[src/rtl/ahbl_arb_pkg.sv]
// Shared types and AHB-Lite encodings for the round-robin master arbiter.
package ahbl_arb_pkg;

    typedef enum logic [1:0] {
        ST_IDLE = 2'd0,
        ST_ADDR = 2'd1,
        ST_DATA = 2'd2,
        ST_ACK  = 2'd3
    } arb_state_e;

    localparam logic [1:0] HTRANS_IDLE   = 2'b00;
    localparam logic [1:0] HTRANS_NONSEQ = 2'b10;
    localparam logic [2:0] HBURST_SINGLE = 3'b000;
    localparam logic [2:0] HSIZE_BYTE    = 3'b000;
    localparam logic [2:0] HSIZE_HALF    = 3'b001;
    localparam logic [2:0] HSIZE_WORD    = 3'b010;

    // A 32-bit bus cannot carry more than a word per beat.
    function automatic logic [2:0] clamp_hsize(input logic [2:0] sz);
        return (sz > HSIZE_WORD) ? HSIZE_WORD : sz;
    endfunction

endpackage

[src/rtl/ahbl_rr_master_arbiter_if.sv]
// Requester command bus plus AHB-Lite master signals; REQ_LOCK exists only
// when AHBL_ARB_LOCK_EN is defined.
interface ahbl_rr_master_arbiter_if #(
    parameter int unsigned NUM_REQ = 4
);
    logic [NUM_REQ-1:0]    REQ;
    logic [NUM_REQ*32-1:0] REQ_ADDR;
    logic [NUM_REQ-1:0]    REQ_WRITE;
    logic [NUM_REQ*3-1:0]  REQ_SIZE;
    logic [NUM_REQ*32-1:0] REQ_WDATA;
`ifdef AHBL_ARB_LOCK_EN
    logic [NUM_REQ-1:0]    REQ_LOCK;
`endif
    logic [NUM_REQ-1:0]    ACK;
    logic                  ERR;
    logic [31:0]           RDATA;
    logic [NUM_REQ-1:0]    GNT;
    logic [31:0]           HADDR;
    logic [1:0]            HTRANS;
    logic                  HWRITE;
    logic [2:0]            HSIZE;
    logic [2:0]            HBURST;
    logic [3:0]            HPROT;
    logic                  HMASTLOCK;
    logic [31:0]           HWDATA;
    logic [31:0]           HRDATA;
    logic                  HREADY;
    logic                  HRESP;

    modport master (
`ifdef AHBL_ARB_LOCK_EN
        input  REQ_LOCK,
`endif
        input  REQ, REQ_ADDR, REQ_WRITE, REQ_SIZE, REQ_WDATA,
        input  HRDATA, HREADY, HRESP,
        output ACK, ERR, RDATA, GNT,
        output HADDR, HTRANS, HWRITE, HSIZE, HBURST, HPROT, HMASTLOCK, HWDATA
    );

    modport slave (
`ifdef AHBL_ARB_LOCK_EN
        output REQ_LOCK,
`endif
        output REQ, REQ_ADDR, REQ_WRITE, REQ_SIZE, REQ_WDATA,
        output HRDATA, HREADY, HRESP,
        input  ACK, ERR, RDATA, GNT,
        input  HADDR, HTRANS, HWRITE, HSIZE, HBURST, HPROT, HMASTLOCK, HWDATA
    );

endinterface

[src/rtl/ahbl_rr_picker.sv]
// Round-robin picker: first set request bit strictly after ptr_i, wrapping.
module ahbl_rr_picker #(
    parameter int unsigned NUM_REQ = 4
) (
    input  logic [NUM_REQ-1:0]         req_i,
    input  logic [$clog2(NUM_REQ)-1:0] ptr_i,
    output logic [NUM_REQ-1:0]         gnt_o,
    output logic [$clog2(NUM_REQ)-1:0] idx_o
);
    localparam int unsigned IDX_W = $clog2(NUM_REQ);

    int unsigned cand;
    logic        found;

    always_comb begin
        gnt_o = '0;
        idx_o = '0;
        found = 1'b0;
        cand  = 0;
        for (int unsigned k = 1; k <= NUM_REQ; k++) begin
            cand = (32'(ptr_i) + k) % NUM_REQ;
            if (!found && req_i[IDX_W'(cand)]) begin
                found               = 1'b1;
                idx_o               = IDX_W'(cand);
                gnt_o[IDX_W'(cand)] = 1'b1;
            end
        end
    end

endmodule

[src/rtl/ahbl_rr_master_arbiter.sv]
// Round-robin arbiter issuing one non-pipelined SINGLE/NONSEQ AHB-Lite transfer
// at a time. Define AHBL_ARB_LOCK_EN to enable locked back-to-back ownership.
module ahbl_rr_master_arbiter
    import ahbl_arb_pkg::*;
#(
    parameter int unsigned NUM_REQ   = 4,
    parameter logic [3:0]  HPROT_VAL = 4'b0011
) (
    input logic                      HCLK,
    input logic                      HRESET,
    ahbl_rr_master_arbiter_if.master bus
);
    localparam int unsigned IDX_W = $clog2(NUM_REQ);

    arb_state_e         state_q, state_d;
    logic [IDX_W-1:0]   ptr_q, ptr_d;
    logic [NUM_REQ-1:0] gnt_q, gnt_d, ack_q, ack_d;
    logic               err_q, err_d;
    logic [31:0]        rdata_q, rdata_d;
    logic [31:0]        haddr_q, haddr_d;
    logic [31:0]        hwdata_q, hwdata_d;
    logic [31:0]        wdata_q, wdata_d;
    logic [1:0]         htrans_q, htrans_d;
    logic               hwrite_q, hwrite_d;
    logic [2:0]         hsize_q, hsize_d;
    logic [3:0]         hprot_q;
    logic               hmastlock_q, hmastlock_d;

    logic [NUM_REQ-1:0] rr_onehot, win_onehot;
    logic [IDX_W-1:0]   rr_idx, win_idx;
    logic               win_lock;

    ahbl_rr_picker #(.NUM_REQ(NUM_REQ)) u_picker (
        .req_i (bus.REQ),
        .ptr_i (ptr_q),
        .gnt_o (rr_onehot),
        .idx_o (rr_idx)
    );

`ifdef AHBL_ARB_LOCK_EN
    logic lock_q, lock_d;
    logic hold_lock;

    // ptr_q is the previous owner, so a still-locked owner bypasses rotation.
    assign hold_lock  = lock_q && bus.REQ[ptr_q] && bus.REQ_LOCK[ptr_q];
    assign win_idx    = hold_lock ? ptr_q : rr_idx;
    assign win_onehot = hold_lock ? (NUM_REQ'(1) << ptr_q) : rr_onehot;
    assign win_lock   = bus.REQ_LOCK[win_idx];

    always_ff @(posedge HCLK or posedge HRESET) begin
        if (HRESET) lock_q <= 1'b0;
        else        lock_q <= lock_d;
    end
`else
    assign win_idx    = rr_idx;
    assign win_onehot = rr_onehot;
    assign win_lock   = 1'b0;
`endif

    always_ff @(posedge HCLK or posedge HRESET) begin
        if (HRESET) begin
            state_q     <= ST_IDLE;
            ptr_q       <= IDX_W'(NUM_REQ - 1);
            gnt_q       <= '0;
            ack_q       <= '0;
            err_q       <= 1'b0;
            rdata_q     <= '0;
            haddr_q     <= '0;
            hwdata_q    <= '0;
            wdata_q     <= '0;
            htrans_q    <= HTRANS_IDLE;
            hwrite_q    <= 1'b0;
            hsize_q     <= '0;
            hprot_q     <= '0;
            hmastlock_q <= 1'b0;
        end else begin
            state_q     <= state_d;
            ptr_q       <= ptr_d;
            gnt_q       <= gnt_d;
            ack_q       <= ack_d;
            err_q       <= err_d;
            rdata_q     <= rdata_d;
            haddr_q     <= haddr_d;
            hwdata_q    <= hwdata_d;
            wdata_q     <= wdata_d;
            htrans_q    <= htrans_d;
            hwrite_q    <= hwrite_d;
            hsize_q     <= hsize_d;
            hprot_q     <= HPROT_VAL;
            hmastlock_q <= hmastlock_d;
        end
    end

    always_comb begin
        state_d = state_q;
        unique case (state_q)
            ST_IDLE: if (|bus.REQ)   state_d = ST_ADDR;
            ST_ADDR: if (bus.HREADY) state_d = ST_DATA;
            ST_DATA: if (bus.HREADY) state_d = ST_ACK;
            ST_ACK:                  state_d = ST_IDLE;
            default:                 state_d = ST_IDLE;
        endcase
    end

    // Next values of every registered output and latched command field.
    always_comb begin
        ptr_d       = ptr_q;
        gnt_d       = gnt_q;
        ack_d       = '0;
        err_d       = err_q;
        rdata_d     = rdata_q;
        haddr_d     = haddr_q;
        hwdata_d    = hwdata_q;
        wdata_d     = wdata_q;
        htrans_d    = htrans_q;
        hwrite_d    = hwrite_q;
        hsize_d     = hsize_q;
        hmastlock_d = hmastlock_q;
`ifdef AHBL_ARB_LOCK_EN
        lock_d      = lock_q;
`endif
        unique case (state_q)
            ST_IDLE: begin
                if (|bus.REQ) begin
                    ptr_d       = win_idx;
                    gnt_d       = win_onehot;
                    haddr_d     = bus.REQ_ADDR[32*32'(win_idx) +: 32];
                    hwrite_d    = bus.REQ_WRITE[win_idx];
                    hsize_d     = clamp_hsize(bus.REQ_SIZE[3*32'(win_idx) +: 3]);
                    wdata_d     = bus.REQ_WDATA[32*32'(win_idx) +: 32];
                    htrans_d    = HTRANS_NONSEQ;
                    hmastlock_d = win_lock;
`ifdef AHBL_ARB_LOCK_EN
                    lock_d      = win_lock;
`endif
                end
            end
            ST_ADDR: begin
                if (bus.HREADY) begin
                    htrans_d    = HTRANS_IDLE;
                    hmastlock_d = 1'b0;
                    hwdata_d    = wdata_q;
                end
            end
            ST_DATA: begin
                if (bus.HREADY) begin
                    rdata_d = hwrite_q ? 32'h0 : bus.HRDATA;
                    err_d   = bus.HRESP;
                    ack_d   = gnt_q;
                end
            end
            ST_ACK: begin
                gnt_d   = '0;
                err_d   = 1'b0;
                rdata_d = '0;
            end
            default: ;
        endcase
    end

    assign bus.ACK       = ack_q;
    assign bus.ERR       = err_q;
    assign bus.RDATA     = rdata_q;
    assign bus.GNT       = gnt_q;
    assign bus.HADDR     = haddr_q;
    assign bus.HTRANS    = htrans_q;
    assign bus.HWRITE    = hwrite_q;
    assign bus.HSIZE     = hsize_q;
    assign bus.HBURST    = HBURST_SINGLE;
    assign bus.HPROT     = hprot_q;
    assign bus.HMASTLOCK = hmastlock_q;
    assign bus.HWDATA    = hwdata_q;

endmodule

[src/flat_wrapper.sv]
// flat-port wrapper written by rule: the top's interface ports become plain ports
module ahbl_rr_master_arbiter_flat import ahbl_arb_pkg::*;
#(
    parameter int unsigned NUM_REQ   = 4,
    parameter logic [3:0]  HPROT_VAL = 4'b0011
)
  (HCLK, HRESET, bus_REQ, bus_REQ_ADDR, bus_REQ_WRITE, bus_REQ_SIZE, bus_REQ_WDATA, bus_HRDATA, bus_HREADY, bus_HRESP, bus_ACK, bus_ERR, bus_RDATA, bus_GNT, bus_HADDR, bus_HTRANS, bus_HWRITE, bus_HSIZE, bus_HBURST, bus_HPROT, bus_HMASTLOCK, bus_HWDATA);
  ahbl_rr_master_arbiter_if #(.NUM_REQ(NUM_REQ)) bus_i ();
  input logic HCLK;
  input logic HRESET;
  input wire logic [$bits(bus_i.REQ)-1:0] bus_REQ;
  input wire logic [$bits(bus_i.REQ_ADDR)-1:0] bus_REQ_ADDR;
  input wire logic [$bits(bus_i.REQ_WRITE)-1:0] bus_REQ_WRITE;
  input wire logic [$bits(bus_i.REQ_SIZE)-1:0] bus_REQ_SIZE;
  input wire logic [$bits(bus_i.REQ_WDATA)-1:0] bus_REQ_WDATA;
  input wire logic [$bits(bus_i.HRDATA)-1:0] bus_HRDATA;
  input wire logic [$bits(bus_i.HREADY)-1:0] bus_HREADY;
  input wire logic [$bits(bus_i.HRESP)-1:0] bus_HRESP;
  output wire logic [$bits(bus_i.ACK)-1:0] bus_ACK;
  output wire logic [$bits(bus_i.ERR)-1:0] bus_ERR;
  output wire logic [$bits(bus_i.RDATA)-1:0] bus_RDATA;
  output wire logic [$bits(bus_i.GNT)-1:0] bus_GNT;
  output wire logic [$bits(bus_i.HADDR)-1:0] bus_HADDR;
  output wire logic [$bits(bus_i.HTRANS)-1:0] bus_HTRANS;
  output wire logic [$bits(bus_i.HWRITE)-1:0] bus_HWRITE;
  output wire logic [$bits(bus_i.HSIZE)-1:0] bus_HSIZE;
  output wire logic [$bits(bus_i.HBURST)-1:0] bus_HBURST;
  output wire logic [$bits(bus_i.HPROT)-1:0] bus_HPROT;
  output wire logic [$bits(bus_i.HMASTLOCK)-1:0] bus_HMASTLOCK;
  output wire logic [$bits(bus_i.HWDATA)-1:0] bus_HWDATA;
  assign bus_i.REQ = bus_REQ;
  assign bus_i.REQ_ADDR = bus_REQ_ADDR;
  assign bus_i.REQ_WRITE = bus_REQ_WRITE;
  assign bus_i.REQ_SIZE = bus_REQ_SIZE;
  assign bus_i.REQ_WDATA = bus_REQ_WDATA;
  assign bus_i.HRDATA = bus_HRDATA;
  assign bus_i.HREADY = bus_HREADY;
  assign bus_i.HRESP = bus_HRESP;
  assign bus_ACK = bus_i.ACK;
  assign bus_ERR = bus_i.ERR;
  assign bus_RDATA = bus_i.RDATA;
  assign bus_GNT = bus_i.GNT;
  assign bus_HADDR = bus_i.HADDR;
  assign bus_HTRANS = bus_i.HTRANS;
  assign bus_HWRITE = bus_i.HWRITE;
  assign bus_HSIZE = bus_i.HSIZE;
  assign bus_HBURST = bus_i.HBURST;
  assign bus_HPROT = bus_i.HPROT;
  assign bus_HMASTLOCK = bus_i.HMASTLOCK;
  assign bus_HWDATA = bus_i.HWDATA;
  ahbl_rr_master_arbiter #(.NUM_REQ(NUM_REQ), .HPROT_VAL(HPROT_VAL)) u_core (.HCLK(HCLK), .HRESET(HRESET), .bus(bus_i));
endmodule
[config.mk]
export PLATFORM = sky130hd
export DESIGN_NAME = ahbl_rr_master_arbiter_flat
export DESIGN_NICKNAME = d
export VERILOG_FILES = /design/src/rtl/ahbl_arb_pkg.sv /design/src/rtl/ahbl_rr_master_arbiter_if.sv /design/src/rtl/ahbl_rr_picker.sv /design/src/rtl/ahbl_rr_master_arbiter.sv /design/src/flat_wrapper.sv
export SDC_FILE = /design/constraint.sdc
export NUM_CORES = 1
export LEC_CHECK = 0
export ABC_AREA = 1
export CORE_AREA = 2 2 167 169
export CTS_BUF_LIST = sky130_fd_sc_hd__clkbuf_4
export DETAILED_ROUTE_END_ITERATION = 16
export DIE_AREA = 0 0 169 171
export GPL_ROUTABILITY_DRIVEN = 0
export PLACE_DENSITY_LB_ADDON = 0.08
export SYNTH_ARGS = -nofsm -noshare
export SYNTH_HDL_FRONTEND = slang
export SYNTH_HIERARCHICAL = 1
export SYNTH_SLANG_ARGS = --single-unit
[constraint.sdc]
create_clock -name HCLK -period 8.8 [get_ports HCLK]
set_clock_uncertainty 0.05 [all_clocks]
set_input_delay 1.76 -clock HCLK [delete_from_list [all_inputs] [get_ports HCLK]]
set_output_delay 1.76 -clock HCLK [all_outputs]
set_load 0.02 [all_outputs]
**Yosys cells after proc, flatten, opt, wreduce, memory -nomap -nowiden**

Cells that the tools add are included.

- Bitwise logic cells: 3
- Equality and inequality tests: 6
- Order comparisons: 10
- $mul: 1
- Add/subtract/negate cells: 4
- Reduce and logical (&&, ||, !) cells: 21
- Shift operators: 3
- Divide/modulo/power cells: 0
- Muxes and demuxes: 49

Operator list:

| operator | count |
|---|---|
| 128-bit by 8-bit indexed part select with 32-bit output | 2 |
| 32-bit 2-to-1 mux | 2 |
| 32-bit case mux with 2 select lines | 1 |
| 4-bit 2-to-1 mux | 7 |
| 2-bit 2-to-1 mux | 9 |
| 2-bit by 3-bit < comparator with 1-bit output, second input constant | 5 |
| 1-bit 2-to-1 mux | 15 |
| 4-bit OR | 3 |
| 12-bit by 5-bit indexed part select with 3-bit output | 1 |
| 1-bit binary-select mux with 2-bit select | 5 |
| 1-bit demux with 2-bit select | 4 |
| 2-bit by 1-bit >= comparator with 1-bit output, second input constant | 4 |
| 2-bit case mux with 4 select lines | 1 |
| 4-bit case mux with 2 select lines | 1 |
| 2-bit AND reduction | 4 |
| 1-bit logical AND | 7 |
| 3-bit AND reduction | 2 |
| 2-bit nonzero test | 3 |
| 2-bit by 1-bit adder with 2-bit output, second input constant | 2 |
| 2-bit adder, second input constant | 2 |
| 2-bit == test, second input constant | 2 |
| 2-bit by 2-bit multiplier with 4-bit output, first input constant | 1 |
| 2-bit inequality test, second input constant | 2 |
| 1-bit case mux with 2 select lines | 2 |
| other kinds (8) | 10 |

- Memory bits (writable): 0
- Latch bits: 0
- Bits in registers: 149
- Memories kept: 0
- ROM bits: 0
- Output and inout port bits: 119

**Longest topological paths before layout**

Gate-level depths: netlist of the first run.

- Depth in word-level cells: 17
- Mapped depth: 18
- Gate-level depth less buffers: 17

**By module**

The synthesis of the first run kept the hierarchy.

Modules (own cells, without submodules):

| module | seq. area each (µm²) | times used | cells each | area each (µm²) |
|---|---|---|---|---|
| ahbl_rr_master_arbiter | 3681.0 | 1 | 1132 | 7938.9 |
| ahbl_rr_picker | 0.0 | 1 | 75 | 474.2 |

**Worst setup path after synthesis of the first run**

Ideal clock, no wire load.

- Path type: input-to-reg
- Start point: input bus_REQ[0]
- End point: register u_core.haddr_q[11] (netlist: u_core/bus.HADDR[11])
- Path slack: 5.531 ns
- Library setup time: 0.117 ns
- Path buffers: 2
- Required time: 8.633 ns
- Arrival time: 3.102 ns
- Stages on the path: 14
- Path through: nand2_1 > nand2_2 > nand2_4 > nand2_4 > nor2_4 > nor2_1 > a21oi_2 > inv_2 > buf_6 > clkbuf_1 > o21ai_1 > o21ai_1 > nand2_1 > nand2_1

- Cells in the longest elaborated chain, start to end: 13
- Elaborated cells between the ends (all ways): 24

Ends and longest elaborated chain:

| element | RTL line | text |
|---|---|---|
| from (decl) | flat_wrapper.sv:11 | `input wire logic [$bits(bus_i.REQ)-1:0] bus_REQ;` |
| 1-bit binary-select mux with 2-bit select | ahbl_rr_picker.sv:22 | `if (!found && req_i[IDX_W'(cand)]) begin` |
| 1-bit 2-to-1 mux (implied by the code) | ahbl_rr_picker.sv:22 |  |
| 1-bit 2-to-1 mux | ahbl_rr_picker.sv:22 |  |
| 1-bit zero test | ahbl_rr_picker.sv:22 |  |
| 1-bit logical AND | ahbl_rr_picker.sv:22 |  |
| 1-bit 2-to-1 mux | ahbl_rr_picker.sv:22 |  |
| 1-bit zero test | ahbl_rr_picker.sv:22 |  |
| 1-bit logical AND | ahbl_rr_picker.sv:22 |  |
| 1-bit 2-to-1 mux | ahbl_rr_picker.sv:22 |  |
| 1-bit zero test | ahbl_rr_picker.sv:22 |  |
| 1-bit logical AND | ahbl_rr_picker.sv:22 |  |
| 2-bit 2-to-1 mux * | ahbl_rr_picker.sv:22 |  |
| via u_core.rr_idx[0] | ahbl_rr_master_arbiter.sv:30 | `logic [IDX_W-1:0] rr_idx, win_idx;` |
| 128-bit by 8-bit indexed part select with 32-bit output * | ahbl_rr_master_arbiter.sv:127 | `haddr_d = bus.REQ_ADDR[32*32'(win_idx) +: 32];` |
| to (signal assigned) | ahbl_rr_master_arbiter.sv:83 | `haddr_q <= haddr_d;` |
| to (decl) | ahbl_rr_master_arbiter.sv:20 | `logic [31:0] haddr_q, haddr_d;` |

The timed path passes the listed nets; every way through them passes the cells marked *. The select of a mux whose other input is x is not followed.
A chain may end at the register's enable or synchronous reset.

**Worst setup path after layout of the first run**

- Start point: input bus_REQ[2]
- End point: register u_core.hwrite_q (netlist: u_core/bus.HWRITE)

- Cells in the longest elaborated chain, start to end: 14
- Elaborated cells between the ends (all ways): 25

Ends and longest elaborated chain:

| element | RTL line | text |
|---|---|---|
| 1-bit binary-select mux with 2-bit select | ahbl_rr_picker.sv:22 |  |
| 1-bit 2-to-1 mux (implied by the code) | ahbl_rr_picker.sv:22 |  |
| 1-bit 2-to-1 mux | ahbl_rr_picker.sv:22 |  |
| 1-bit zero test | ahbl_rr_picker.sv:22 |  |
| 1-bit logical AND | ahbl_rr_picker.sv:22 |  |
| 1-bit 2-to-1 mux | ahbl_rr_picker.sv:22 |  |
| 1-bit zero test | ahbl_rr_picker.sv:22 |  |
| 1-bit logical AND | ahbl_rr_picker.sv:22 |  |
| 1-bit 2-to-1 mux | ahbl_rr_picker.sv:22 |  |
| 1-bit zero test | ahbl_rr_picker.sv:22 |  |
| 1-bit logical AND | ahbl_rr_picker.sv:22 |  |
| 2-bit 2-to-1 mux * | ahbl_rr_picker.sv:22 |  |
| via u_core.rr_idx[0] | ahbl_rr_master_arbiter.sv:30 |  |
| 1-bit binary-select mux with 2-bit select * | ahbl_rr_master_arbiter.sv:128 | `hwrite_d = bus.REQ_WRITE[win_idx];` |
| 1-bit 2-to-1 mux (implied by the code) * | ahbl_rr_master_arbiter.sv:128 |  |
| to (signal assigned) | ahbl_rr_master_arbiter.sv:87 | `hwrite_q <= hwrite_d;` |
| to (decl) | ahbl_rr_master_arbiter.sv:24 | `logic hwrite_q, hwrite_d;` |

Marked as above.

==> summary.md, run 1 <==
| Metric | Value |
|---|---|
| Outcome | `completed` |
| Hold_ws | `418 ps` |
| Die X | `169 um` |
| Post-route insts no fill | `approximately 2k` |
| Sequential element share of the synthesized area | `0.438` |
| PortBufs | `roughly 420` |
| Psw | `between 2 and 3 mW` |
| VDD IR max | `between 0.0002 and 0.0003 V` |
| Hold/Removal Path Class | `reg -> reg` |
| Commonest non-fill, non-tap cell in the layout | `clkdlybuf4s50_1` |
| Synth Cell Area | `between 8000 and 9000 um^2` |
| Reg area | `3680 um^2` |
| Period utilization | `0.543` |
| Top Ports | `roughly 430` |
| Footprint of the multi-input gates | `3920 um^2` |
| Global-route wire length before repair | `~47 mm` |
| Critical Path End Type | `flop` |
| # rows | `between 60 and 70` |
| Worst Slack Setup Final | `roughly 4000 ps` |
| Clock buffer depth | `2` |
| Synthesis-stage register bit count | `around 150` |
| Gr ovfl total | `0` |
| Slew Viols, Final | `0` |
| Ys Warns | `6` |
| Final nets | `about 1.9k` |
| Avg WL per Cell | `~16 um` |
| CTS Buf Count | `17` |
| Initial drt markers | `between 500 and 600` |
| Number of antenna-violating nets in the routed design | `0` |
| MaxCap Viol Count | `0` |
| Core Region | `around 27,000 um^2` |
| Initial Util | `0.308` |
| Clk pwr share | `0.083` |
| Initial antenna violation count | `4` |
| Hold Vio Cnt, Final | `0` |
| Worst EP arrival | `roughly 5200 ps` |
| Layout area overhead | `55.2%` |
| Via count | `around 9k` |
| Worst Max-Slew Pin Slew | `1280 ps` |
| DRC Markers | `0` |
| PwrDens | `approximately 400 nW/um^2` |
| Startpoint types | `input pin` |
| Sw Share | `0.523` |
| Pre-Repair DR Iteration Count | `5` |
| Full die area | `28,900 um^2` |
| Mapped Cells | `approximately 1.2k` |
| Die span in y | `roughly 170 um` |
| Cts hold-fix bufs | `0` |
| Vias in the first global route | `around 8.3k` |
| Via/cell ratio | `between 4 and 5` |
| Share of cells above drive strength 1 | `0.0451` |
| TNS Setup | `0 ps` |
| Post-CTS Setup Bufs | `0` |
| DP Worst Slack | `approximately 3500 ps` |
| Cts repair resizes | `0` |
| Yosys cell types | `28` |
| Most frequent cells in the layout | `clkdlybuf4s50_1 (423), nand2_1 (320), nor2_1 (197)` |
| Internal power | `~2.5 mW` |
| Synthesized area per cell | `about 7 um^2` |
| Crit-path max FO | `96` |
| Crit path kind | `in -> reg` |
| Root buffer cell | `clkbuf_4` |
| Total track usage | `0.208` |
| Largest net degree at the start of global routing | `97` |
| F_max | `between 200 and 250 MHz` |
| Core Util, Final | `0.478` |
| Worst-Skew Late Latency | `530 ps` |
| Combinational Power Share | `0.698` |
| Setup violators final | `0` |
| Leak pwr | `5.95 nW` |
| Final Instance Area | `13,100 um^2` |
| Worst-path clk slew | `around 140 ps` |
| # fillers | `roughly 2.8k` |
| Area after DPL | `12,800 um^2` |
| Pwr Total | `5.22 mW` |
| Tmin final | `roughly 4800 ps` |
| Sequential share of power | `0.219` |
| RSZ-0062 raised after global routing | `no` |
| H-tree levels | `4` |
| Routed WL | `between 30 and 40 mm` |
| Placed wire-length estimate | `about 22 mm` |
| DP Cell Count | `1,910` |
| Slew HR | `0.148` |
| Req. time, crit path | `between 9000 and 10,000 ps` |
| Num Clock Sinks | `between 100 and 150` |
| CTS tree | `built` |
[cell families after synthesis]
group / count (synthesis) / synth area share
AOI/OAI and AO/OA: 267 / 0.161
adders and majority gates: 13 / 0.0193
buffers and inverters: 193 / 0.103
DFF: 147 / 0.438
other: 2 / 0.000893
and+or+nand+nor: 585 / 0.278
[worst paths after layout]
path | from | to | slack (ps) | cells after the start
setup / recovery | bus_REQ[2] | u_core/bus.HWRITE | 4020 | 17
hold / removal | u_core/wdata_q[27] | u_core/bus.HWDATA[27] | 420 | 2
setup reg to reg | u_core/ptr_q[0] | u_core/bus.HWRITE | 4620 | 17
hold reg to reg | u_core/wdata_q[27] | u_core/bus.HWDATA[27] | 420 | 2
max in group asynchronous | HRESET | u_core/bus.HADDR[9] | 5620 | 3
min in group asynchronous | HRESET | u_core/bus.HPROT[0] | 1610 | 2
[area by class of cell]
class | instances | area share
diodes | 3 | 0.000575
clock buffers | 20 | 0.0115
clock inverters | 12 | 0.0102
inverters | 111 | 0.0329
multi-input cells | 873 | 0.300
flip-flops and latches | 147 | 0.282
well taps | 346 | 0.0331
repair buffers | 433 | 0.330
[power groups by stage]
stage / Combinational, mW / Sequential (mW) / Clock [mW]
finish: 3.64 / 1.14 / 0.436
global route: 4.10 / 1.19 / 0.487
CTS: 3.71 / 1.15 / 0.460
detailed placement: 3.70 / 1.16 / 0
global placement: 3.68 / 1.15 / 0
floorplan: 2.30 / 1.40 / 0
[synth_stat cells, drive strengths merged]
| master | count | area, um^2 |
|---|---|---|
| inv | 109 | 409 |
| a21oi | 6 | 33.8 |
| ha | 13 | 163 |
| clkinv | 2 | 12.5 |
| nand3 | 53 | 285 |
| dfrtp | 145 | 3630 |
| nor2 | 200 | 766 |
| o21ai | 255 | 1280 |
| nand3b | 2 | 15.0 |
| a21boi | 4 | 30.0 |
| dfstp | 2 | 52.6 |
| nand2 | 330 | 1270 |
| clkbuf | 31 | 116 |
| conb | 2 | 7.51 |
| a31oi | 1 | 6.26 |
| buf | 51 | 330 |
| o21bai | 1 | 7.51 |
[critical path, cell delays in order]
cell and delay [ps]:
clkdlybuf4s50_1 530, inv_1 60, nand2_1 90, nand3_2 140, nand2_4 130, clkinv_4 70
nand2_1 60, nor2_1 70, a21oi_4 140, buf_4 550, buf_4 810, nor2_1 110
nor2_1 110, o21ai_1 80, o21ai_1 190, nand2_1 90, nand2_1 90
[state kept, by name, indices dropped and copies added, names as in the netlist]
name,cells
u_core/bus.HADDR,32
u_core/bus.HWDATA,32
u_core/bus.RDATA,32
u_core/wdata_q,32
u_core/bus.ACK,4
u_core/bus.GNT,4
u_core/bus.HSIZE,3
u_core/ptr_q,2
u_core/state_q,2
u_core/bus.ERR,1
u_core/bus.HPROT,1
u_core/bus.HTRANS,1
u_core/bus.HWRITE,1
[routing by layer]
layer | vias up | global-route usage | wire length, um
met4 | 2 | 0.0632 | 476
li1 | 4533 | - | -
met5 | - | 0 | 13
met2 | 306 | 0.365 | 15300
met1 | 4004 | 0.250 | 12700
met3 | 30 | 0.0548 | 2130
Note: power is estimated with default switching activity, not from simulation.
==> inputs of run 2 (changes only) <==
Settings changed: CORE_AREA 2 2 167 169 to 2 2 168 170, DIE_AREA 0 0 169 171 to 0 0 170 172.
Clock period 8.8 ns to 4.86 ns, I/O delays scaled along.
==> summary.md, run 2 (synthesis results as in run 1) <==
| Metric | Value |
|---|---|
| Period utilization | `0.686` |
| Via count | `8,871 (was 8,875)` |
| Outcome | `completed (unchanged)` |
| Psw | `4.94 mW (was 2.73 mW)` |
| CTS tree | `built (unchanged)` |
| CP max stage cell | `dfstp_2 (was buf_4)` |
| F_max | `about 300 MHz` |
| Via/cell ratio | `4.55 (was 4.56)` |
| Crit-path max cell delay | `690 ps (was 810 ps)` |
| Reg2Reg Setup Slack | `1520 ps (was 4620 ps)` |
| CP Buf/Inv Count | `4 (was 5)` |
| Largest net degree at the start of global routing | `167 (was 97)` |
| TNS Setup | `0 ps (unchanged)` |
| Root buffer cell | `clkbuf_4 (unchanged)` |
| Die span in y | `172 um (was 171 um)` |
| Combinational Power Share | `0.691 (was 0.698)` |
| Post-route insts no fill | `1,948 (was 1,945)` |
| Slew HR | `0.156 (was 0.148)` |
| H-tree levels | `4 (unchanged)` |
| Hold/Removal Path Class | `reg -> reg (unchanged)` |
| Worst-Skew Late Latency | `530 ps (about the same)` |
| Hold Vio Cnt, Final | `0 (unchanged)` |
| RSZ-0062 raised after global routing | `no (unchanged)` |
| # fillers | `2,812 (was 2,831)` |
| MaxCap Viol Count | `0 (unchanged)` |
| VDD IR max | `0.000769 V (was 0.000277 V)` |
| DP Cell Count | `1,915 (was 1,910)` |
| Cells along the critical path | `inv_2 > ha_1 > inv_1 > nand2_4 > nand2_4 > clkinv_4 > nand2_1 > nor2_1 > a21oi_4 > buf_12 > nor2_1 > nor2_1 > o21ai_0 > nand2_1 > nand2_1 > o21ai_1 (was clkdlybuf4s50_1 > inv_1 > nand2_1 > nand3_2 > nand2_4 > clkinv_4 > nand2_1 > nor2_1 > a21oi_4 > buf_4 > buf_4 > nor2_1 > nor2_1 > o21ai_1 > o21ai_1 > nand2_1 > nand2_1)` |
| Most frequent cells in the layout | `clkdlybuf4s50_1 (423), nand2_1 (320), nor2_1 (197) (unchanged)` |
| Share of cells above drive strength 1 | `0.0475 (was 0.0451)` |
| Internal power | `4.71 mW (was 2.49 mW)` |
| Reg area | `3680 um^2 (unchanged)` |
| # rows | `61 (unchanged)` |
| DRC Markers | `0 (unchanged)` |
| PortBufs | `423 (unchanged)` |
| Cts hold-fix bufs | `0 (unchanged)` |
| Crit-path max FO | `166 (was 96)` |
| Top Ports | `431 (unchanged)` |
| Global-route wire length before repair | `47.6 mm (was 46.6 mm)` |
| Routed WL | `31.6 mm (was 30.6 mm)` |
| Clock buffer depth | `2 (unchanged)` |
| Die X | `170 um (was 169 um)` |
| PwrDens | `732 nW/um^2 (was 400 nW/um^2)` |
| Sw Share | `0.512 (was 0.523)` |
| Tmin final | `3340 ps` |
| Avg WL per Cell | `16.2 um (was 15.8 um)` |
| CP top delay family | `buffers and inverters (unchanged)` |
| Cts repair resizes | `0 (unchanged)` |
| Number of antenna-violating nets in the routed design | `0 (unchanged)` |
| CTS Buf Count | `17 (unchanged)` |
| Num Clock Sinks | `147 (unchanged)` |
| Setup violators final | `0 (unchanged)` |
| Worst-path clk slew | `140 ps (about the same)` |
| Initial antenna violation count | `1 (was 4)` |
| WHS Path Cells | `2 (unchanged)` |
| Placed wire-length estimate | `23.5 mm (was 22.3 mm)` |
| Levels on crit path | `16 (was 17)` |
| Req. time, crit path | `5250 ps (was 9200 ps)` |
| Total track usage | `0.212 (was 0.208)` |
| Vias in the first global route | `8,529 (was 8,329)` |
| Commonest non-fill, non-tap cell in the layout | `clkdlybuf4s50_1 (unchanged)` |
| Reg2Reg Depth | `16 (was 17)` |
| Leak pwr | `6.01 nW (was 5.95 nW)` |
| Final nets | `1,913 (was 1,908)` |
| Initial Util | `0.306 (was 0.308)` |
| Full die area | `29,200 um^2 (was 28,900 um^2)` |
| Worst EP arrival | `3720 ps (was 5180 ps)` |
| Slew Viols, Final | `0 (unchanged)` |
| Critical Path End Type | `flop (unchanged)` |
| Core Region | `27,500 um^2 (was 27,300 um^2)` |
| Layout area overhead | `56.8% (was 55.2%)` |
| Initial drt markers | `479 (was 516)` |
| Worst Max-Slew Pin Slew | `1260 ps (was 1280 ps)` |
| Footprint of the multi-input gates | `3920 um^2 (unchanged)` |
| Crit path kind | `reg -> reg (was in -> reg)` |
| Post-CTS Setup Bufs | `0 (unchanged)` |
| Clk pwr share | `0.094 (was 0.083)` |
| Sequential share of power | `0.215 (was 0.219)` |
| Gr ovfl total | `0 (unchanged)` |
| Pre-Repair DR Iteration Count | `5 (unchanged)` |
| Startpoint types | `flop (was input pin)` |
==> run 2: metrics by stage <==
step	total power [mW]	utilization	cell area [um^2]	hold WS, ps	setup WS (ps)
after floorplan	6.70	-	8440	392	1990
after global placement	8.78	0.468	12900	404	1250
after detailed placement	8.84	0.468	12900	403	1210
after CTS	9.78	0.480	13200	439	1570
after global routing	10.7	0.480	13200	453	1260
final	9.65	0.480	13200	436	1520
==> run 2: cell type report <==
cell class / count / area share
repair buffers: 438 / 0.333
multi-input cells: 873 / 0.297
flip-flops and latches: 147 / 0.279
well taps: 346 / 0.0328
inverters: 111 / 0.0324
clock inverters: 14 / 0.0151
clock buffers: 18 / 0.0102
diodes: 1 / 0.000190
==> run 2: layer usage <==
| metal | routed length [um] | part of all wire | up-vias | GRT usage |
|---|---|---|---|---|
| met5 | 0 | 0 | - | 0 |
| met1 | 13000 | 0.41 | 4036 | 0.254 |
| li1 | - | - | 4536 | - |
| met4 | 516 | 0.016 | 0 | 0.0524 |
| met3 | 2030 | 0.064 | 26 | 0.0531 |
| met2 | 16000 | 0.51 | 273 | 0.381 |
==> run 2: path summary, 6_finish.rpt <==
path,end,startpoint
min reg2reg,u_core/bus.HWDATA[16],u_core/wdata_q[16]
max reg2reg,u_core/wdata_q[6],u_core/ptr_q[0]
min,u_core/bus.HWDATA[16],u_core/wdata_q[16]
max in group asynchronous,u_core/ptr_q[1],HRESET
min in group asynchronous,u_core/bus.HWDATA[26],HRESET
max,u_core/wdata_q[6],u_core/ptr_q[0]
==> run 2: worst reg2reg max path: cells and delay by family (launching register included) <==
family	cells	cell delay [ps]
AOI/OAI and AO/OA	3	370
adders and majority gates	1	360
buffers and inverters	4	830
DFF	1	690
and+or+nand+nor	8	950
==> run 2: power by group through the flow <==
stage,registers [mW],clock network (mW),logic [mW]
2_1_floorplan,2.54,0,4.17
3_3_place_gp,2.09,0,6.69
3_5_place_dp,2.10,0,6.73
4_1_cts,2.08,0.947,6.75
5_1_grt,2.15,1.00,7.50
6_report,2.08,0.904,6.67
